### config.mk
export PLATFORM = sky130hd
export DESIGN_NAME = dense_layer_ctrl
export DESIGN_NICKNAME = d
export VERILOG_FILES = /design/src/rtl/dense_layer_ctrl.sv
export SDC_FILE = /design/constraint.sdc
export NUM_CORES = 1
export LEC_CHECK = 0
export CORE_ASPECT_RATIO = 1.2
export CORE_MARGIN = 5
export CORE_UTILIZATION = 45
export DETAILED_ROUTE_END_ITERATION = 10
export GPL_ROUTABILITY_DRIVEN = 0
export PLACE_DENSITY = 0.65
export SKIP_CTS_REPAIR_TIMING = 1
export SYNTH_ARGS = -nofsm -noshare
export SYNTH_HDL_FRONTEND = slang
export SYNTH_SLANG_ARGS = --single-unit
### constraint.sdc
create_clock -name clk -period 7.48 [get_ports clk]
set_input_delay 1.496 -clock clk [delete_from_list [all_inputs] [get_ports clk]]
set_output_delay 1.496 -clock clk [all_outputs]
set_load 0.01 [all_outputs]
### src/rtl/dense_layer_ctrl.sv
// ---------------------------------------------------------------------------
// dense_layer_ctrl
//
// Sequencer for the fully-connected stage. A start request walks every
// neuron over the input/weight/bias ROMs (all with one cycle of read
// latency), accumulates signed Q-format products, adds the bias, rescales
// by FRAC, saturates to DATA_W, optionally applies ReLU and writes one
// result per neuron to the output buffer. At the end of a run it pulses
// done_out and presents the last neuron's result and the argmax index.
//
// Ports
//   clk        rising-edge clock
//   reset      synchronous, active-high
//   start      run request, only looked at while idle
//   in_addr    input ROM address            (in_data one cycle later)
//   w_addr     weight ROM address           (neuron*N_IN + i)
//   b_addr     bias ROM address             (current neuron)
//   out_we     output buffer write strobe
//   out_addr   output buffer address
//   out_data   neuron result, signed, FRAC fractional bits
//   busy       high whenever not idle
//   done_out   one-cycle pulse when a run completes
//   final_out  result of the last neuron, held until the next done_out
//   class_idx  index of the largest result, held until the next done_out
// ---------------------------------------------------------------------------
module dense_layer_ctrl #(
    parameter int N_IN   = 16,
    parameter int N_OUT  = 10,
    parameter int DATA_W = 16,
    parameter int FRAC   = 8,
    parameter int ACC_W  = 40,
    parameter int RELU   = 1,
    localparam int IN_AW  = (N_IN > 1) ? $clog2(N_IN) : 1,
    localparam int WA_W   = (N_IN * N_OUT > 1) ? $clog2(N_IN * N_OUT) : 1,
    localparam int OUT_AW = (N_OUT > 1) ? $clog2(N_OUT) : 1
) (
    input  logic                clk,
    input  logic                reset,
    input  logic                start,
    output logic [IN_AW-1:0]    in_addr,
    input  logic [DATA_W-1:0]   in_data,
    output logic [WA_W-1:0]     w_addr,
    input  logic [DATA_W-1:0]   w_data,
    output logic [OUT_AW-1:0]   b_addr,
    input  logic [DATA_W-1:0]   b_data,
    output logic                out_we,
    output logic [OUT_AW-1:0]   out_addr,
    output logic [DATA_W-1:0]   out_data,
    output logic                busy,
    output logic                done_out,
    output logic [DATA_W-1:0]   final_out,
    output logic [OUT_AW-1:0]   class_idx
);

    // Step counter inside a neuron: 0..N_IN (N_IN+1 MAC cycles).
    localparam int K_W = $clog2(N_IN + 1);

    // Saturation bounds expressed at the width of the rescaled sum.
    localparam logic signed [ACC_W:0] SAT_MAX =
        {{(ACC_W + 2 - DATA_W){1'b0}}, {(DATA_W - 1){1'b1}}};
    localparam logic signed [ACC_W:0] SAT_MIN =
        {{(ACC_W + 2 - DATA_W){1'b1}}, {(DATA_W - 1){1'b0}}};

    typedef enum logic [2:0] {
        S_IDLE,
        S_MAC,
        S_BIAS,
        S_WRITE,
        S_DONE
    } state_t;

    state_t                    state_reg;
    state_t                    state_next;

    logic [K_W-1:0]            k_reg;
    logic [OUT_AW-1:0]         neuron_reg;
    logic [WA_W-1:0]           w_base_reg;      // neuron_reg * N_IN, kept incrementally
    logic signed [ACC_W-1:0]   acc_reg;
    logic signed [DATA_W-1:0]  out_data_reg;
    logic [OUT_AW-1:0]         out_addr_reg;
    logic signed [DATA_W-1:0]  best_reg;
    logic [OUT_AW-1:0]         best_idx_reg;
    logic                      done_out_reg;
    logic [DATA_W-1:0]         final_out_reg;
    logic [OUT_AW-1:0]         class_idx_reg;

    logic                      last_neuron;
    logic                      k_at_end;
    logic [IN_AW-1:0]          k_lo;

    logic signed [2*DATA_W-1:0] prod;
    logic signed [ACC_W-1:0]    prod_ext;
    logic signed [ACC_W:0]      acc_ext;
    logic signed [ACC_W:0]      bias_ext;
    logic signed [ACC_W:0]      sum_full;
    logic signed [ACC_W:0]      shifted;
    logic signed [DATA_W-1:0]   sat_val;
    logic signed [DATA_W-1:0]   result;

    assign last_neuron = (neuron_reg == OUT_AW'(N_OUT - 1));
    assign k_at_end    = (k_reg == K_W'(N_IN));
    assign k_lo        = k_reg[IN_AW-1:0];

    // ---------------------------------------------------------------------
    // State register
    // ---------------------------------------------------------------------
    always_ff @(posedge clk) begin
        if (reset) begin
            state_reg <= S_IDLE;
        end else begin
            state_reg <= state_next;
        end
    end

    // ---------------------------------------------------------------------
    // Next state and state-decoded outputs
    // ---------------------------------------------------------------------
    always_comb begin
        state_next = state_reg;
        busy       = 1'b1;
        out_we     = 1'b0;
        in_addr    = '0;
        w_addr     = '0;

        case (state_reg)
            S_IDLE: begin
                busy = 1'b0;
                if (start) begin
                    state_next = S_MAC;
                end
            end
            S_MAC: begin
                // The final MAC cycle only consumes data; no new address.
                if (!k_at_end) begin
                    in_addr = k_lo;
                    w_addr  = w_base_reg + WA_W'(k_lo);
                end
                if (k_at_end) begin
                    state_next = S_BIAS;
                end
            end
            S_BIAS: begin
                state_next = S_WRITE;
            end
            S_WRITE: begin
                out_we     = 1'b1;
                state_next = last_neuron ? S_DONE : S_MAC;
            end
            S_DONE: begin
                state_next = S_IDLE;
            end
            default: begin
                state_next = S_IDLE;
            end
        endcase
    end

    // Bias address is steady for the whole neuron so b_data is ready in BIAS.
    assign b_addr = neuron_reg;

    // ---------------------------------------------------------------------
    // Arithmetic: product, bias add, rescale, saturate, optional ReLU
    // ---------------------------------------------------------------------
    assign prod     = $signed(in_data) * $signed(w_data);
    assign prod_ext = {{(ACC_W - 2*DATA_W){prod[2*DATA_W-1]}}, prod};
    assign acc_ext  = {acc_reg[ACC_W-1], acc_reg};
    assign bias_ext = {{(ACC_W + 1 - DATA_W){b_data[DATA_W-1]}}, b_data};
    assign sum_full = acc_ext + (bias_ext <<< FRAC);
    // Arithmetic right shift truncates toward minus infinity.
    assign shifted  = sum_full >>> FRAC;

    always_comb begin
        if (shifted > SAT_MAX) begin
            sat_val = {1'b0, {(DATA_W - 1){1'b1}}};
        end else if (shifted < SAT_MIN) begin
            sat_val = {1'b1, {(DATA_W - 1){1'b0}}};
        end else begin
            sat_val = shifted[DATA_W-1:0];
        end
    end

    generate
        if (RELU != 0) begin : g_relu
            assign result = sat_val[DATA_W-1] ? '0 : sat_val;
        end else begin : g_linear
            assign result = sat_val;
        end
    endgenerate

    // ---------------------------------------------------------------------
    // Datapath registers
    // ---------------------------------------------------------------------
    always_ff @(posedge clk) begin
        if (reset) begin
            k_reg         <= '0;
            neuron_reg    <= '0;
            w_base_reg    <= '0;
            acc_reg       <= '0;
            out_data_reg  <= '0;
            out_addr_reg  <= '0;
            best_reg      <= '0;
            best_idx_reg  <= '0;
            done_out_reg  <= 1'b0;
            final_out_reg <= '0;
            class_idx_reg <= '0;
        end else begin
            done_out_reg <= 1'b0;
            case (state_reg)
                S_IDLE: begin
                    if (start) begin
                        k_reg      <= '0;
                        neuron_reg <= '0;
                        w_base_reg <= '0;
                        acc_reg    <= '0;
                    end
                end
                S_MAC: begin
                    // Cycle 0 only issues addresses; data arrives from cycle 1.
                    if (k_reg != '0) begin
                        acc_reg <= acc_reg + prod_ext;
                    end
                    if (!k_at_end) begin
                        k_reg <= k_reg + K_W'(1);
                    end
                end
                S_BIAS: begin
                    out_data_reg <= result;
                    out_addr_reg <= neuron_reg;
                end
                S_WRITE: begin
                    // Strict compare keeps the lower index on ties.
                    if (neuron_reg == '0 || out_data_reg > best_reg) begin
                        best_reg     <= out_data_reg;
                        best_idx_reg <= neuron_reg;
                    end
                    acc_reg <= '0;
                    k_reg   <= '0;
                    if (!last_neuron) begin
                        neuron_reg <= neuron_reg + OUT_AW'(1);
                        w_base_reg <= w_base_reg + WA_W'(N_IN);
                    end
                end
                S_DONE: begin
                    done_out_reg  <= 1'b1;
                    final_out_reg <= out_data_reg;
                    class_idx_reg <= best_idx_reg;
                    neuron_reg    <= '0;
                    w_base_reg    <= '0;
                end
                default: begin
                end
            endcase
        end
    end

    assign out_addr  = out_addr_reg;
    assign out_data  = out_data_reg;
    assign done_out  = done_out_reg;
    assign final_out = final_out_reg;
    assign class_idx = class_idx_reg;

endmodule

==> reports/results.tsv <==
stage	metric	value	unit
placement	Place WS	-0.919	ns
min_path	Hold Path Class	flop to flop	
floorplan	row cnt	83	
final_layout	layout cells sized above 1	14.6	%
setup_path	reg-to-reg startpoint	acc_reg[15]	
detailed_routing	total number of vias	15900	
sta	Least-Margin Pin Slew	0.946	ns
final_layout	FF+latch area	0.00228	mm2
setup_path	CP Max Fanout	5	
detailed_routing	Post-Route WL	49.1	mm
floorplan	Die W	199	um
min_path	Hold Startpoint	final_out[1]	
min_path	Hold Path Stages	2	
setup_path	critical path class	input port to flop	
synth	#FFs+latches synth	114	
sta	fmax	137	MHz
detailed_routing	Initial DRC Count	666	
floorplan	I/O pin count	110	
setup_path	Startpoint Class	input port	
setup_path	WP data required	7.84	ns
detailed_routing	DRC viols	0	
floorplan	core area	0.0426	mm2
setup_path	crit-path cells	clkdlybuf4s50_1 > buf_6 > buf_6 > nand2_1 > fa_1 > inv_1 > fa_1 > fa_1 > fa_2 > fa_1 > inv_2 > fa_1 > inv_2 > ha_4 > and3_4 > nand3_4 > or3_4 > a211oi_4 > o31ai_4 > a21boi_1 > buf_4 > a211oi_4 > or4_1 > nand3_1	
synth	post-synth top area share	34.4	%
floorplan	Initial Util	45.2	%
sta	post-route minimum period	7.31	ns
cts	TritonCTS Buffers	17	
placement	Port Buffers	107	
setup_path	R2R depth	19	
cts	H-tree levels	4	
final_layout	Multi-input gate area	0.0154	mm2
detailed_routing	first drt pass iteration count	6	
sta	Final Skew	0.00924	ns
global_routing	vias in the first global route	16700	
cts	CTS tree	done	
setup_path	reg2reg end	acc_reg[33]	
sta	worst hold margin	0.458	ns
global_routing	gr usage total	20.9	%
detailed_routing	antenna-violating nets left	0	
sta	period utilization	97.7	%
cts	CTS Buffer Depth	2	
synth	Yosys cell types	69	
final_layout	fillers	3843	
global_routing	Overflow after GRT	0	
detailed_routing	Avg Vias per Cell	5.19	
sta	Max Transition Viols Final	0	
detailed_routing	WL per Instance	16.0	um
job	max cap viols	0	
global_routing	initial antenna violation count	1	
setup_path	most used cell, CP	fa_1	
placement	hpwl dp	40.5	mm
cts	Clock Tree Root	clkbuf_16	
sta	Max-Slew Margin vs Limit	36.9	%
setup_path	critical path's top delay family	adder cells	
global_routing	first-pass GRT wire length	81.2	mm
synth	sequential area share after synthesis	11.9	%
final_layout	area grow syn2layout	23.8	%
final_layout	max reg flops	40	
cts	clk slew on worst S/H paths	0.06	ns
setup_path	CP max-delay cell	fa_1	
synth	Top FF cell, synth	dfxtp_1	
synth	syn_area_per_cell	8.66	um2
outcome	status	complete, no violations	
setup_path	flop2flop setup slack	2.16	ns
synth	top cells by count, synth	443 x inv_1, 331 x fa_1, 252 x nand2_1	
sta	Final Setup Violations	0	
sta	PnR worst setup slack	0.174	ns
synth	asr flop ratio synth	0	%
cts	CTS sink count	114	
setup_path	Worst setup EP type	flop	
synth	Yosys top cell by area	fa_1	
min_path	worst hold endpoint	final_out[1]	
floorplan	Die H	237	um
floorplan	DIE AREA	0.0470	mm2
final_layout	post-layout util	56.0	%
synth	Post-synth EDFFs	0	
final_layout	Final nets	3053	
setup_path	Buf/Inv on CP	7	
synth	most common cell in the netlist	inv_1	
setup_path	Max stage delay on crit path	0.57	ns
synth	Yosys warnings	0	
setup_path	WP data arrival	7.67	ns
global_routing	largest net degree at the start of global routing	104	
synth	Cells after Synth	2224	
sta	final-report hold violation count	0	
synth	Post-Syn Area	0.0192	mm2
cts	clk_lat worst skew	0.42	ns
synth	Synth area leaders	fa_1 34%, dfxtp_1 12%, ha_1 11%	
-- logic make-up (layout without fill, tap and decap cells) --
family / Yosys count / in the layout / share of synthesized area, %
AOI/OAI and AO/OA: 342 / 342 / 11.6
adders and majority gates: 499 / 499 / 45.3
and+or+nand+nor: 660 / 660 / 16.9
other: 1 / 3 / 0.0195
muxes: 28 / 28 / 1.47
DFF: 114 / 114 / 11.9
buffers and inverters: 528 / 819 / 10.4
xor gates and xnor gates: 52 / 52 / 2.37
-- worst max-delay path by stage --
stage	start	endpoint	slack, ns	depth (start not counted)
after floorplan	w_data[5]	acc_reg[33]	0.001	24
after global placement	w_data[6]	acc_reg[36]	-0.76	24
after detailed placement	in_data[7]	acc_reg[36]	-0.92	24
after CTS	in_data[7]	acc_reg[36]	-0.51	24
after global routing	in_data[2]	acc_reg[24]	-0.003	28
final	w_data[10]	acc_reg[38]	0.17	24
-- routing by layer --
metal  track usage, %  vias to the layer above  wire [um]  part of all wire, %
met4             4.50                        0       1140                  2.3
met2             39.8                      288      27200                   55
met3             1.95                       73       1450                  3.0
li1                 -                     7597          -                    -
met1             25.3                     7963      19300                   39
met5                0                        -          0                    0
-- placed cells by master, fill, tap and decap left out, drive strengths merged, types with 9 or more instances in the layout --
cell and count:
nand3 35, and2 131, buf 236, nor2b 9
a22oi 12, clkbuf 21, and3 13, clkdlybuf4s50 78
nand4 20, inv 448, o21ai 43, nand2 252
o21a 19, ha 168, o211ai 10, a21oi 117
or3 14, mux2i 26, xnor2 27, nor2 91
xor2 25, dfxtp 114, dlymetal6s2s 28, fa 331
nor3 18, a21boi 21, nand2b 48, a211oi 31
a21o 32
-- stage by stage --
stage                      TNS, ns  instance area, um2  std cells
after floorplan                  0               19300       2225
after global placement      -10.07               22200       3003
after detailed placement    -12.20               22200       3003
after CTS                    -3.72               22800       3035
after global routing      -0.00481               23800       3069
final                            0               23800       3069
-- worst reg2reg max path, delay by kind of cell, from the launching register on --
| family | cells | cell delay (ns) |
|---|---|---|
| simple gates | 3 | 0.45 |
| compound gates | 6 | 1.34 |
| buf+inv | 4 | 0.25 |
| fa+ha+maj | 6 | 2.81 |
| flops | 1 | 0.37 |
-- final cells by class --
class                           instances  area share (%)
Sequential cell                       114            9.57
Inverter                              443            6.99
Tap cell                              552            2.90
Multi-Input combinational cell       1583            64.8
Clock inverter                         13           0.625
Antenna cell                            1          0.0105
Timing Repair Buffer                  344            13.2
Clock buffer                           19            1.90
Power is not shown: default switching activity piles up to over one toggle a cycle in this logic, so the estimate is an artifact.
